--- config.mk ---
export PLATFORM = sky130hd
export DESIGN_NAME = rv32m_divider
export DESIGN_NICKNAME = d
export VERILOG_FILES = /design/src/rtl/rv32m_divider.sv
export SDC_FILE = /design/constraint.sdc
export NUM_CORES = 1
export LEC_CHECK = 0
export BUFFER_PORTS_ARGS = -buffer_cell sky130_fd_sc_hd__buf_2
export CAP_MARGIN = 20
export CORE_ASPECT_RATIO = 0.9
export CORE_MARGIN = 5
export CORE_UTILIZATION = 42
export CTS_CLUSTER_DIAMETER = 40
export DETAILED_ROUTE_END_ITERATION = 10
export GPL_TIMING_DRIVEN = 1
export SYNTH_ARGS = -nofsm -noshare
export SYNTH_HDL_FRONTEND = slang
export SYNTH_SLANG_ARGS = --single-unit
--- constraint.sdc ---
create_clock -name clk -period 9.5 [get_ports clk]
set_input_delay 0.95 -clock clk [delete_from_list [all_inputs] [get_ports clk]]
set_output_delay 0.95 -clock clk [all_outputs]
set_load 0.05 [all_outputs]
--- src/rtl/rv32m_divider.sv ---
// rv32m_divider: sequential radix-2 restoring divider for RV32M DIV/DIVU/REM/REMU
module rv32m_divider #(
    parameter int WIDTH = 32
) (
    input  logic             clk,
    input  logic             rst,
    input  logic             start,
    input  logic [1:0]       div_opcode,
    input  logic             flush,
    input  logic [WIDTH-1:0] operand1,
    input  logic [WIDTH-1:0] operand2,
    output logic [WIDTH-1:0] result,
    output logic             ready,
    output logic             busy
);
    localparam int CW = $clog2(WIDTH) + 1;
    localparam logic [WIDTH-1:0] MIN = {1'b1, {(WIDTH-1){1'b0}}};

    typedef enum logic [1:0] {IDLE, CALC, FIX} state_t;

    state_t           state;
    logic [1:0]       op;
    logic [WIDTH-1:0] quo;
    logic [WIDTH-1:0] divisor;
    logic [WIDTH:0]   rem;
    logic [CW-1:0]    counter;
    logic             q_neg;
    logic             r_neg;
    logic             dz;
    logic             ovf;
    logic             is_signed;
    logic             start_dz;
    logic             start_ovf;
    logic [WIDTH-1:0] abs1;
    logic [WIDTH-1:0] abs2;
    logic [WIDTH:0]   shifted;
    logic [WIDTH:0]   trial;
    logic [WIDTH-1:0] fix_val;

    assign busy = state != IDLE;

    // Operand conditioning, one restoring step, and final sign/special-case selection
    always_comb begin
        is_signed = !div_opcode[0];
        start_dz  = operand2 == '0;
        start_ovf = is_signed && operand1 == MIN && operand2 == '1;
        abs1      = (is_signed && operand1[WIDTH-1]) ? -operand1 : operand1;
        abs2      = (is_signed && operand2[WIDTH-1]) ? -operand2 : operand2;
        shifted   = {rem[WIDTH-1:0], quo[WIDTH-1]};
        trial     = shifted - {1'b0, divisor};
        fix_val   = dz  ? (op[1] ? quo : '1) :
                    ovf ? (op[1] ? '0 : MIN) :
                    op[1] ? (r_neg ? -rem[WIDTH-1:0] : rem[WIDTH-1:0]) :
                            (q_neg ? -quo : quo);
    end

    // Control FSM and datapath; quo holds the raw dividend in the divide-by-zero case
    always_ff @(posedge clk or posedge rst) begin
        if (rst) begin
            state   <= IDLE;
            result  <= '0;
            ready   <= 1'b0;
            counter <= '0;
            op      <= '0;
            quo     <= '0;
            divisor <= '0;
            rem     <= '0;
            q_neg   <= 1'b0;
            r_neg   <= 1'b0;
            dz      <= 1'b0;
            ovf     <= 1'b0;
        end else begin
            ready <= 1'b0;
            case (state)
                IDLE: if (start && !flush) begin
                    op      <= div_opcode;
                    quo     <= start_dz ? operand1 : abs1;
                    divisor <= abs2;
                    rem     <= '0;
                    counter <= '0;
                    q_neg   <= is_signed && (operand1[WIDTH-1] ^ operand2[WIDTH-1]);
                    r_neg   <= is_signed && operand1[WIDTH-1];
                    dz      <= start_dz;
                    ovf     <= start_ovf;
                    state   <= (start_dz || start_ovf) ? FIX : CALC;
                end
                CALC: if (flush) begin
                    state <= IDLE;
                end else begin
                    rem     <= trial[WIDTH] ? shifted : trial;
                    quo     <= {quo[WIDTH-2:0], !trial[WIDTH]};
                    counter <= counter + CW'(1);
                    if (counter == CW'(WIDTH - 1)) state <= FIX;
                end
                FIX: begin
                    state <= IDLE;
                    if (!flush) begin
                        result <= fix_val;
                        ready  <= 1'b1;
                    end
                end
                default: state <= IDLE;
            endcase
        end
    end
endmodule
==> results.json, run 1 <==
{
  "cp.required_ns": 9.82,
  "start_util_pct": 42.2,
  "viasPerCell": 5.78,
  "drc": 0,
  "setup_violations": 0,
  "cts_made_buffers": 17,
  "rr_worst_depth": 13,
  "rr_startpoint": "quo[31]$_DFFE_PP0P_",
  "track_usage_pct": 22.6,
  "timing.fmax_ghz": 0.250,
  "syn_area_per_cell_um2": 7.97,
  "rows": 56,
  "grt_pass1_vias": 9706,
  "first_pass_iters": 5,
  "ys_ff_latch": 142,
  "cts_setup_buffers": 0,
  "timing.slew.headroom_pct": 28.8,
  "r2r_slack_ns": 5.50,
  "wirelength_um": 33600,
  "fin_nets": 1547,
  "min_period_ns": 4.00,
  "synth_largest_area_cell": "dfrtp_1",
  "hold_buffers": 0,
  "end_kind": "register",
  "cp-start-kind": "register",
  "finalPower_uw": 3110,
  "fin_skew_ns": 0.0167,
  "vdd_ir_drop_max_v": 0.0000978,
  "numPortBuffers": 103,
  "synth_area_um2": 10900,
  "hold_slack_ns": 0.472,
  "ant_nets": 0,
  "clk_pin_slew_ns": 0.07,
  "worstMarginPinSlew_ns": 1.06,
  "power.density_nw_per_um2": 252,
  "coreArea_um2": 25900,
  "postCtsResizedCells": 0,
  "wire_per_inst_um": 18.7,
  "cts_root_buf": "clkbuf_16",
  "drtIter0Drc": 864,
  "netlist_instances": 1370,
  "overflow": 0,
  "synth_top_area_share_pct": 32.6,
  "grt_max_degree": 74,
  "yosysMostFrequentCell": "nand2_1",
  "htree_num_levels": 4,
  "synth_cell_types": 84,
  "antenna_cells": 0,
  "rsz0062_at_grt": "false",
  "worstSetupPathType": "register to register",
  "cp.arrival_ns": 4.33,
  "die_w_um": 180,
  "via_count": 10397,
  "final.period_utilization_pct": 42.1,
  "clk_latency_ns": 0.43,
  "die-height_um": 163,
  "critPathBufInv": 2,
  "slew_violations": 0,
  "cts_tree": "done",
  "p_leak_uw": 0.00530,
  "fin_setup_tns_ns": 0,
  "r2r_end": "rem[4]$_DFFE_PP0P_",
  "timing.critical_path.to": "rem[4]$_DFFE_PP0P_",
  "grt_pass1_wl_um": 53800,
  "crit_chain": "inv_1 > ha_1 > fa_1 > nand2b_1 > a21oi_1 > o21bai_1 > a211o_1 > a211oi_1 > nor3_1 > nand4b_1 > buf_4 > mux2i_1 > o21ai_0",
  "max-cap-violations": 0,
  "grt_antenna_before_repair": 0,
  "cts_sinks": 142,
  "hpwlAfterDp_um": 24800,
  "cp_slowest_stage_delay_ns": 0.54,
  "crit_cells": 13,
  "hold_viol_final": 0,
  "netlist_top_cells_area": "dfrtp_1, o21ai_0, nand2_1",
  "synth_common_cells": "nand2_1, o21ai_0, dfrtp_1, nor2_1, a21oi_1",
  "synth_edf_count": 0,
  "drive_above_1_share_pct": 12.8,
  "synthesis.nets": 1479,
  "dieArea_um2": 29300,
  "clk_path_buf_depth": 2,
  "crit_fanout": 28,
  "synthFlopType": "dfrtp_1",
  "place.gp.congestion": 0.912,
  "synthArstFlopShare_pct": 100,
  "crit_slowest_cell": "nand4b_1",
  "synth_warnings": 0,
  "hp-class": "register to register",
  "ys_seq_area_share_pct": 32.6,
  "critPathLaunch": "quo[31]$_DFFE_PP0P_",
  "status": "complete, no violations",
  "area_growth_syn_to_layout_pct": 12.9,
  "io_pins": 104,
  "cp_top_family": "compound AO/OA/AOI/OAI gates"
}
[cell type report]
class,count,area [um^2]
clock buffer,18,429
clock inverter,13,164
fill,2583,13500
inverter,58,223
multi-input combinational,1099,6880
sequential,142,3550
tap,348,435
timing repair buffer,120,641
[worst min path at each step]
stage | startpoint | end | slack (ns) | depth (start not counted)
2_1_floorplan | divisor[10]$_DFFE_PP0P_ | divisor[10]$_DFFE_PP0P_ | 0.45 | 2
3_3_place_gp | result[23]$_DFFE_PP0P_ | result[23]$_DFFE_PP0P_ | 0.46 | 2
3_5_place_dp | result[18]$_DFFE_PP0P_ | result[18]$_DFFE_PP0P_ | 0.46 | 2
4_1_cts | result[18]$_DFFE_PP0P_ | result[18]$_DFFE_PP0P_ | 0.48 | 2
5_1_grt | result[14]$_DFFE_PP0P_ | result[14]$_DFFE_PP0P_ | 0.50 | 2
6_report | result[23]$_DFFE_PP0P_ | result[23]$_DFFE_PP0P_ | 0.47 | 2
[per-layer routing]
layer	vias to the layer above	wire length, um	global-route usage, %	share of wire, %
li1	5073	-	-	-
met1	4945	16800	34.5	50
met2	333	13700	32.0	41
met3	46	2150	4.31	6.4
met4	0	916	6.86	2.7
met5	-	0	0	0
[where the power goes]
| group | switching [uW] | internal [uW] |
|---|---|---|
| Clock | 277 | 413 |
| Sequential | 220 | 724 |
| Combinational | 865 | 607 |
[cell families (layout without fill, tap and decap cells)]
| logic type | after synthesis | in the layout | share of synthesized area (%) |
|---|---|---|---|
| buffers and inverters | 129 | 209 | 4.54 |
| flip-flops | 142 | 142 | 32.6 |
| XOR/XNOR | 118 | 118 | 9.47 |
| AND/OR/NAND/NOR | 465 | 465 | 21.3 |
| AO/OA/AOI/OAI | 448 | 448 | 24.9 |
| multiplexers | 29 | 29 | 2.68 |
| adder cells (fa/ha/maj) | 39 | 39 | 4.54 |
[flip-flops by register name (all words and copies together), names as in the netlist]
name	cells
op	1
ready	1
state	2
r_neg	1
quo	32
divisor	32
result	32
ovf	1
q_neg	1
rem	32
dz	1
counter	6
[layout by cell type, fill, tap and decap left out, types with 14 or more instances in the layout]
master	instances
o31ai_1	31
nand2b_1	14
a31oi_1	15
nand2_1	184
o22ai_1	16
or3_1	16
a211oi_1	18
o41ai_1	15
buf_2	103
dfrtp_1	142
buf_4	16
nor2_1	101
o21ai_0	180
nor3_1	28
o21ai_1	16
inv_1	56
a21oi_1	78
ha_1	38
xnor2_1	74
a21o_1	16
clkbuf_16	17
xor2_1	44
mux2i_1	27
[worst min-delay path, stage by stage (launching register included)]
cell     delay (ns)
dfrtp_1        0.34
nand2_1        0.04
o21ai_0        0.06
[per-stage QoR]
step	cells	instance area [um^2]	setup WS (ns)	utilization [%]
5_1_grt	1798	12300	5.23	47.7
4_1_cts	1796	12300	5.54	47.6
3_3_place_gp	1765	11700	5.29	45.3
6_report	1798	12300	5.50	47.7
3_5_place_dp	1765	11700	5.21	45.3
2_1_floorplan	1370	10900	4.74	-
(Power assumes the default switching activity.)
==> run 2: changes to the inputs <==
Clock period 9.5 ns to 3.75 ns, I/O delays scaled along.
==> run 2 against run 1 <==
  * Die area did not move
  * First-iteration DRC count increased by 10%
  * Maximum frequency up 17%
  * Clock-buffer cell count up 1
  * Clock skew up 0.0029 ns
  * Global-route usage rose by 0.78 points
  * Hold slack worse by 0.34 ns
  * Sequential share of layout area fell by 0.50 points
  * Sequential power rose by 150%
  * Setup slack got worse by 5.2 ns
  * Sequential cell count unchanged
==> results.json, run 2 (synthesis gave the netlist of run 1 again) <==
{
  "cp.required_ns": 4.06,
  "rr_startpoint": "quo[1]$_DFFE_PP0P_",
  "rows": 56,
  "hp-class": "primary input to async pin",
  "layout_common_cells": "nand2_1, o21ai_0, dfrtp_1",
  "numPortBuffers": 103,
  "worstSetupPathType": "register to register",
  "fin_setup_tns_ns": 0,
  "viasPerCell": 5.79,
  "cts_root_buf": "clkbuf_16",
  "crit_fanout": 4,
  "overflow": 0,
  "critPathBufInv": 1,
  "ant_nets": 0,
  "clk_latency_ns": 0.43,
  "final.period_utilization_pct": 91.1,
  "area_growth_syn_to_layout_pct": 14.9,
  "die_w_um": 180,
  "max-cap-violations": 0,
  "timing.slew.headroom_pct": 40.4,
  "clk_path_buf_depth": 2,
  "hold_buffers": 0,
  "drtIter0Drc": 952,
  "die-height_um": 163,
  "hpwlAfterDp_um": 25600,
  "min_period_ns": 3.42,
  "rr_worst_depth": 11,
  "cp_common_cell": "or3_4",
  "hold_viol_final": 0,
  "first_pass_iters": 7,
  "status": "complete, no violations",
  "coreArea_um2": 25900,
  "cp_slowest_stage_delay_ns": 0.46,
  "io_pins": 104,
  "cts_setup_buffers": 0,
  "fin_nets": 1563,
  "grt_max_degree": 143,
  "setup_violations": 0,
  "wirelength_um": 34200,
  "critPathLaunch": "quo[1]$_DFFE_PP0P_",
  "slew_violations": 0,
  "drc": 0,
  "r2r_end": "result[28]$_DFFE_PP0P_",
  "cp.arrival_ns": 3.73,
  "finish.utilization_pct": 48.5,
  "grt_pass1_vias": 9913,
  "cts_sinks": 142,
  "crit_chain": "inv_1 > ha_1 > or3b_1 > or3_4 > or2_1 > or3_4 > o31ai_1 > nor3_1 > or4b_1 > a21oi_1 > o21ai_1",
  "postCtsResizedCells": 0,
  "worstMarginPinSlew_ns": 0.892,
  "rsz0062_at_grt": "false",
  "place.gp.congestion": 0.905,
  "clk_pin_slew_ns": 0.07,
  "power.density_nw_per_um2": 647,
  "drive_above_1_share_pct": 13.8,
  "final_common_cell": "nand2_1",
  "nFillCells": 2540,
  "antenna_cells": 0,
  "dieArea_um2": 29300,
  "grt_pass1_wl_um": 55600,
  "grt_antenna_before_repair": 1,
  "cts_made_buffers": 17,
  "htree_num_levels": 4,
  "fin_skew_ns": 0.0195,
  "via_count": 10516,
  "crit_cells": 11,
  "vdd_ir_drop_max_v": 0.000290,
  "r2r_slack_ns": 0.33,
  "start_util_pct": 42.2,
  "track_usage_pct": 23.3,
  "p_leak_uw": 0.00543,
  "cts_tree": "done",
  "timing.critical_path.to": "result[28]$_DFFE_PP0P_",
  "crit_slowest_cell": "or4b_1",
  "cp-start-kind": "register",
  "timing.fmax_ghz": 0.293,
  "wire_per_inst_um": 18.8,
  "end_kind": "register",
  "cp_top_family": "simple AND/OR/NAND/NOR gates"
}
run 2: changes by cell type in the layout (fill, tap and decap cells not counted), sizes merged:
| cell | delta |
|---|---|
| buf | +17 |
| clkinv | -2 |
| inv | +2 |
| bufinv | +1 |
| clkinvlp | -1 |
run 2: per-layer routing:
| layer | global-route usage (%) | share of wire [%] | vias up |
|---|---|---|---|
| li1 | - | - | 5103 |
| met1 | 36.2 | 49 | 4964 |
| met3 | 5.40 | 8.6 | 39 |
| met2 | 32.8 | 41 | 408 |
| met4 | 5.23 | 1.5 | 2 |
| met5 | 0 | 0.058 | - |
run 2: worst min path at each step:
stage / to / slack (ns) / cells past startpoint
CTS: op[1]$_DFFE_PP0P_ / 0.21 / 3
detailed placement: result[7]$_DFFE_PP0P_ / 0.47 / 2
finish: rem[14]$_DFFE_PP0P_ / 0.14 / 3
global route: q_neg$_DFFE_PP0P_ / 0.23 / 2
global placement: result[23]$_DFFE_PP0P_ / 0.46 / 2
floorplan: state[1]$_DFFE_PP0P_ / 0.44 / 1
run 2: worst min-delay path: cells and delay by family:
kind | cells | cell delay [ns]
buf+inv | 3 | 0.68
run 2: metrics by stage:
stage	setup slack (ns)	std cells	cell area (um^2)	total power [uW]	hold WS [ns]
after floorplan	0.531	1370	10900	5050	0.442
after global placement	0.403	1783	11900	6110	0.460
after detailed placement	0.387	1783	11900	6160	0.466
after CTS	0.365	1815	12500	8090	0.209
after global routing	0.0517	1815	12500	8680	0.228
final	0.332	1815	12500	8110	0.135
run 2: power breakdown:
part           internal (uW)  total (uW)  switching, uW  leakage (uW)
logic                   1620        3860           2240       0.00327
clock network           1170        1900            733      0.000320
registers               1830        2340            510       0.00184
run 2: final cells by class:
| type | instances | area (um^2) | area share, % |
|---|---|---|---|
| clock inverter | 13 | 199 | 1.59 |
| inverter | 58 | 221 | 1.77 |
| tap | 348 | 435 | 3.47 |
| timing repair buffer | 136 | 801 | 6.38 |
| sequential | 142 | 3550 | 28.3 |
| multi-input combinational | 1099 | 6880 | 54.9 |
| clock buffer | 19 | 453 | 3.61 |
